## config.mk

```make
export PLATFORM = sky130hd
export DESIGN_NAME = slave_bus_sequencer
export DESIGN_NICKNAME = d
export VERILOG_FILES = /design/src/rtl/slave_bus_sequencer.sv
export SDC_FILE = /design/constraint.sdc
export NUM_CORES = 1
export LEC_CHECK = 0
export BUFFER_PORTS_ARGS = -buffer_cell sky130_fd_sc_hd__buf_2
export CORE_ASPECT_RATIO = 1.4
export CORE_MARGIN = 1
export CORE_UTILIZATION = 49
export CTS_BUF_LIST = sky130_fd_sc_hd__clkbuf_8 sky130_fd_sc_hd__clkbuf_16
export DETAILED_ROUTE_END_ITERATION = 8
export PLACE_DENSITY = 0.76
export SLEW_MARGIN = 20
export SYNTH_ARGS = -nofsm -noshare
export SYNTH_HDL_FRONTEND = slang
export SYNTH_SLANG_ARGS = --single-unit
export TNS_END_PERCENT = 1
```

## constraint.sdc

```tcl
create_clock -name clk -period 1.9 [get_ports clk]
set_input_delay 0.19 -clock clk [delete_from_list [all_inputs] [get_ports clk]]
set_output_delay 0.19 -clock clk [all_outputs]
set_load 0.01 [all_outputs]
```

## src/rtl/slave_bus_sequencer.sv

```systemverilog
// Sequences CPU accesses to the 68HC05 slave window: IRQ pulse, DTACK wait, ack.
// Optional build macro SLAVE_TIMEOUT_EN adds a WAIT_DTACK timeout with bus_err.
module slave_bus_sequencer #(
    parameter int IRQ_PULSE_LEN  = 20,
    parameter int TIMEOUT_CYCLES = 4096
) (
    input  logic        clk,
    input  logic        reset,
    input  logic        cs,
    input  logic        write_strobe,
    input  logic        uds,
    input  logic        lds,
    input  logic [1:0]  addr,
    input  logic [15:0] cpu_din,
    output logic [15:0] cpu_dout,
    output logic        bus_ack,
    output logic        bus_err,
    output logic        busy,
    output logic [7:0]  slave_porta_in,
    input  logic [7:0]  slave_porta_out,
    output logic [1:0]  slave_addr,
    output logic        slave_write_n,
    input  logic        slave_dtack,
    output logic        slave_irq_n
);

    localparam logic [1:0] S_IDLE = 2'd0;
    localparam logic [1:0] S_IRQ  = 2'd1;
    localparam logic [1:0] S_WAIT = 2'd2;
    localparam logic [1:0] S_REL  = 2'd3;

    localparam logic [7:0] IRQ_LEN = 8'(IRQ_PULSE_LEN);

    if (IRQ_PULSE_LEN < 1 || IRQ_PULSE_LEN > 255) begin : g_bad_irq
        $error("IRQ_PULSE_LEN must be 1..255");
    end
    if (TIMEOUT_CYCLES < 1 || TIMEOUT_CYCLES > 8191) begin : g_bad_to
        $error("TIMEOUT_CYCLES must be 1..8191");
    end

    logic [1:0] state;
    logic [7:0] cnt;
    logic       cs_q;
    logic       dtack_q;
    logic       dtack_pend;
    logic [7:0] pend_data;
    logic [7:0] rdata;
    logic       start;
    logic       rise;
    logic       trigger;
    logic       to_fire;
    logic       unused_hi;

    assign start     = cs & ~cs_q & (uds | lds);
    assign rise      = slave_dtack & ~dtack_q;
    assign trigger   = rise | dtack_pend;
    assign busy      = (state != S_IDLE);
    assign cpu_dout  = {rdata, rdata};
    assign unused_hi = ^cpu_din[15:8];

`ifdef SLAVE_TIMEOUT_EN
    localparam logic [12:0] TO_LAST = 13'(TIMEOUT_CYCLES - 1);

    logic [12:0] to_cnt;

    assign to_fire = (state == S_WAIT) & cs & ~trigger & (to_cnt == TO_LAST);

    // Counter is held at zero outside WAIT_DTACK, so it restarts on every entry.
    always_ff @(posedge clk or posedge reset) begin
        if (reset) begin
            to_cnt  <= 13'd0;
            bus_err <= 1'b0;
        end else begin
            bus_err <= to_fire;
            if (state == S_WAIT) begin
                to_cnt <= to_cnt + 13'd1;
            end else begin
                to_cnt <= 13'd0;
            end
        end
    end
`else
    assign to_fire = 1'b0;
    assign bus_err = 1'b0;
`endif

    always_ff @(posedge clk or posedge reset) begin
        if (reset) begin
            state          <= S_IDLE;
            cnt            <= 8'd0;
            cs_q           <= 1'b0;
            dtack_q        <= 1'b0;
            dtack_pend     <= 1'b0;
            pend_data      <= 8'd0;
            rdata          <= 8'd0;
            bus_ack        <= 1'b0;
            slave_porta_in <= 8'hFF;
            slave_addr     <= 2'd0;
            slave_write_n  <= 1'b1;
            slave_irq_n    <= 1'b1;
        end else begin
            cs_q    <= cs;
            dtack_q <= slave_dtack;
            bus_ack <= 1'b0;
            unique case (state)
                S_IDLE: begin
                    if (start) begin
                        slave_addr     <= addr;
                        slave_porta_in <= cpu_din[7:0];
                        slave_write_n  <= ~write_strobe;
                        cnt            <= IRQ_LEN;
                        slave_irq_n    <= 1'b0;
                        state          <= S_IRQ;
                    end
                end
                S_IRQ: begin
                    if (!cs) begin
                        slave_irq_n <= 1'b1;
                        dtack_pend  <= 1'b0;
                        cnt         <= 8'd0;
                        state       <= S_IDLE;
                    end else begin
                        // Early DTACK: keep the byte from the first edge only.
                        if (rise && !dtack_pend) begin
                            dtack_pend <= 1'b1;
                            pend_data  <= slave_porta_out;
                        end
                        if (cnt == 8'd1) begin
                            slave_irq_n <= 1'b1;
                            cnt         <= 8'd0;
                            state       <= S_WAIT;
                        end else begin
                            cnt <= cnt - 8'd1;
                        end
                    end
                end
                S_WAIT: begin
                    if (!cs) begin
                        dtack_pend <= 1'b0;
                        state      <= S_IDLE;
                    end else if (trigger) begin
                        rdata   <= dtack_pend ? pend_data : slave_porta_out;
                        bus_ack <= 1'b1;
                        state   <= S_REL;
                    end else if (to_fire) begin
                        state <= S_REL;
                    end
                end
                S_REL: begin
                    if (!cs) begin
                        dtack_pend <= 1'b0;
                        state      <= S_IDLE;
                    end
                end
                default: state <= S_IDLE;
            endcase
        end
    end

endmodule
```

==> reports/results.txt <==
The run finished with clean final reports. The number of unique standard cell types used by synthesis was 33; the number of global-route vias before repair was 1273. The longest clock path from root to sink contains 2 buffers. Averaged over all synthesized cells, the footprint is 11.8 um2.

Fill cells in the final layout number 314. The fraction of final layout cells with drive strength greater than 1 is 49.1%, and the highest fanout seen on the critical path is 3. For this run, design rule violations remaining after detail routing come to 0. Category of the most critical setup path: reg2reg. The logs give 2.08 ns for the signal arrival time at the worst endpoint and 1365 for the total via count after detailed routing. For the count of pins on the block boundary, the log shows 64. TritonCTS built the clock tree. The tools report the launching element type of the critical path as a register. The die boundary width works out to 54.3 um. The via density per instance is 5.29. The run gives 0 as the number of antenna violations at the first check in global routing.

Across every metal layer, demand over resource in global routing totals 18.9%. The run gives 2.13 ns as the required time of the critical path. The first global-routing pass estimated 5.41 mm of wire. During synthesis, Yosys emitted a total of 0 warnings. The initial utilization of the core area, before any placement, comes to 51.4%.

Clock-pin slew was measured on the worst setup and hold paths at 0.08 ns. The finished layout holds 258 standard cells, fillers aside. From synthesis to final layout, the design area changed by 23.2%.

The total negative slack for setup checks came out at 0 ns. Of all cell types, the one taking the most synthesized area is sky130_fd_sc_hd__dfrtp_1. On the final layout, the worst clock skew is 0.00835 ns. After layout, the minimum clock period comes to 1.85 ns. The slew at the pin with the worst max-slew slack is 0.548 ns, and the area share of fa/ha/maj cells after synthesis is 1.34%. The tools report the net count reported at finish as 250. Synthesis produced 159 cells. Max-cap violations in this run came to 0.

Once detail routing completed, the nets flagged for antenna violations numbered 0. The logs give 0.30 ns for the insertion delay to the later sink of the worst-skew pair and 2.51 mm for the half-perimeter wire length after detailed placement. The core region is 0.00364 mm2.

STA classifies the critical path endpoint as a register. The number of cells on the worst reg-to-reg path is 6. Residual overflow from global routing: 0. The antenna diode count is 0, and the clock net sink count is 42. The first detailed-routing pass ran for 4 iterations. Combinational family with the most area after synthesis: multiplexers. The smallest hold slack was 0.00852 ns; the total wire length after detailed routing was 3.51 mm. The post-synthesis compound-gate area fraction was 10.7%; the number of slew-limit violations in the final report was 0. In this run the tool buffered the top-level ports with 54 buffer cells. Buffers inserted during clock tree synthesis total 5.

Dividing the detail-routed wire length by the instance count gives 13.6 um. The synthesized netlist devotes 10.0% of its cell area to simple gates. In the layout the commonest cells are sky130_fd_sc_hd__buf_2, sky130_fd_sc_hd__dfrtp_1, sky130_fd_sc_hd__mux2_2, sky130_fd_sc_hd__o21ai_0, sky130_fd_sc_hd__nand2_1.

OpenSTA, run right after detailed placement, puts the worst setup slack at 0.0358 ns. Entering global routing, the biggest net connects 43 pins. Summing the areas of all xor and xnor instances in the mapped netlist gives 0% of the synthesized area.

The post-synthesis net count is 194. Ranked by total cell area, the synthesized netlist is headed by sky130_fd_sc_hd__dfrtp_1, sky130_fd_sc_hd__dfstp_2, sky130_fd_sc_hd__mux2_2, sky130_fd_sc_hd__mux2i_1, sky130_fd_sc_hd__o21ai_0. The flip-flop and latch count after synthesis was 42. After synthesis the cells add up to 0.00187 mm2. Sequential cells were found to cover 56.7% of the synthesized design area. The leading cell type in the layout, fill and taps excluded was sky130_fd_sc_hd__buf_2. The tools report the number of endpoints failing setup at the final stage as 0.

The clock tree synthesis step divided the H-tree into 2 levels. The power density over cell area is 1620 mW/mm2, and the mux contribution to synthesized area is 15.1%. The worst-case IR drop observed on VDD is 1.02 mV.

The die covers 0.00408 mm2. Derived from the worst setup path, the maximum achievable clock frequency is 540 MHz. The tools report the worst slew margin relative to its limit as 63.1%. The utilization after layout is 63.4%, and the instance count after placement with tap cells included is 249.

The setup slack on the worst flop-to-flop path came out at 0.05 ns. Routability congestion estimate: 0.815. For this block, the initial DRC count from the detailed router was 15. Clock tree synthesis selected as its root buffer the cell sky130_fd_sc_hd__clkbuf_8. In this run the vertical extent of the chip is 75.2 um. The run gives 0 as the number of hold violations in the final report. The startpoint identified for the worst register-to-register timing path is cnt[1]$_DFFE_PP0P_. The worst register-to-register path ends at cnt[6]$_DFFE_PP0P_.

The worst path meets setup with 0.0484 ns of slack. The worst path uses 97.5% of the clock period. For the count of standard-cell rows, the log shows 26. The analysis attributes to cell leakage a power of 1.12 nW.

The worst hold path belongs to the class in2async. The share of synthesized area in the top cell type comes to 42.7%.
metrics by stage:
step                      power, mW  cell area, um2
after floorplan                2.59            1870
after global routing           4.00            2310
after detailed placement       3.02            2170
after CTS                      3.72            2280
final                          3.74            2310
after global placement         2.96            2170
cell usage after synthesis:
library cell	number
sky130_fd_sc_hd__or2_2	1
sky130_fd_sc_hd__nand2b_1	1
sky130_fd_sc_hd__a21oi_1	6
sky130_fd_sc_hd__buf_4	9
sky130_fd_sc_hd__o2111ai_1	1
sky130_fd_sc_hd__or3b_1	1
sky130_fd_sc_hd__mux2_2	18
sky130_fd_sc_hd__nand4b_1	1
sky130_fd_sc_hd__conb_1	1
sky130_fd_sc_hd__a21o_1	1
sky130_fd_sc_hd__o21ai_0	16
sky130_fd_sc_hd__a311o_1	1
sky130_fd_sc_hd__a311oi_1	1
sky130_fd_sc_hd__a211o_2	1
sky130_fd_sc_hd__dfrtp_1	32
sky130_fd_sc_hd__o21ba_2	1
sky130_fd_sc_hd__or3_4	1
sky130_fd_sc_hd__nor2_1	5
sky130_fd_sc_hd__buf_2	1
sky130_fd_sc_hd__mux2i_1	8
sky130_fd_sc_hd__inv_1	7
sky130_fd_sc_hd__clkbuf_1	3
sky130_fd_sc_hd__nor2b_1	3
sky130_fd_sc_hd__o311ai_0	1
sky130_fd_sc_hd__ha_1	2
sky130_fd_sc_hd__nand3_1	3
sky130_fd_sc_hd__o31ai_1	2
sky130_fd_sc_hd__nand2_1	11
sky130_fd_sc_hd__or4_1	2
sky130_fd_sc_hd__or3_1	5
sky130_fd_sc_hd__nor4_1	1
sky130_fd_sc_hd__a31oi_1	2
sky130_fd_sc_hd__dfstp_2	10
registers in the layout, indices dropped and copies added, names as in the netlist:
register        flops
cnt                 8
pend_data           8
rdata               8
slave_porta_in      8
slave_addr          2
state               2
bus_ack             1
cs_q                1
dtack_pend          1
dtack_q             1
slave_irq_n         1
slave_write_n       1
cell families after synthesis:
logic type / after synthesis
compound gates: 33
fa+ha+maj: 2
buf+inv: 20
flops: 42
mux: 26
other cells: 1
simple gates: 35
power by group:
part | switching (mW) | internal, mW
registers | 0.268 | 1.36
logic | 0.706 | 0.715
clock network | 0.306 | 0.387
layer usage:
| metal | track usage (%) | up-vias | routed length [um] |
|---|---|---|---|
| met4 | 8.55 | 0 | 60 |
| met3 | 5.45 | 5 | 107 |
| met5 | 0 | - | 0 |
| li1 | - | 663 | - |
| met1 | 21.6 | 673 | 1470 |
| met2 | 31.8 | 24 | 1870 |
how the worst max path moves through the flow:
stage,startpoint,end,cells past startpoint
2_1_floorplan,cnt[0]$_DFFE_PP0P_,cnt[6]$_DFFE_PP0P_,6
6_report,cnt[1]$_DFFE_PP0P_,cnt[6]$_DFFE_PP0P_,6
3_3_place_gp,cnt[1]$_DFFE_PP0P_,cnt[6]$_DFFE_PP0P_,6
3_5_place_dp,cnt[1]$_DFFE_PP0P_,cnt[6]$_DFFE_PP0P_,6
5_1_grt,cnt[1]$_DFFE_PP0P_,cnt[6]$_DFFE_PP0P_,6
4_1_cts,cnt[1]$_DFFE_PP0P_,cnt[6]$_DFFE_PP0P_,6
worst max-delay path, stage by stage, from the launching register on:
cell and delay (ns):
sky130_fd_sc_hd__dfrtp_1 0.41, sky130_fd_sc_hd__inv_2 0.09, sky130_fd_sc_hd__ha_4 0.14, sky130_fd_sc_hd__or3b_4 0.38, sky130_fd_sc_hd__or3_1 0.33, sky130_fd_sc_hd__or3_1 0.33, sky130_fd_sc_hd__a21oi_2 0.11
timing repair:
item                       4_1_cts  5_1_grt
setup buffers                    0        1
setup endpoints to repair        0        1
gates resized for setup          0        6
hold buffers                     0        0
cell type report:
| type | count | area (um2) | area share, % |
|---|---|---|---|
| inverters | 7 | 26.3 | 1.14 |
| multi-input cells | 97 | 726 | 31.4 |
| clock inverters | 3 | 41.3 | 1.79 |
| repair buffers | 62 | 330 | 14.3 |
| flip-flops and latches | 42 | 1060 | 46.1 |
| clock buffers | 5 | 68.8 | 2.98 |
| well taps | 42 | 52.6 | 2.28 |
No activity file was read; power rests on OpenSTA's default activity.
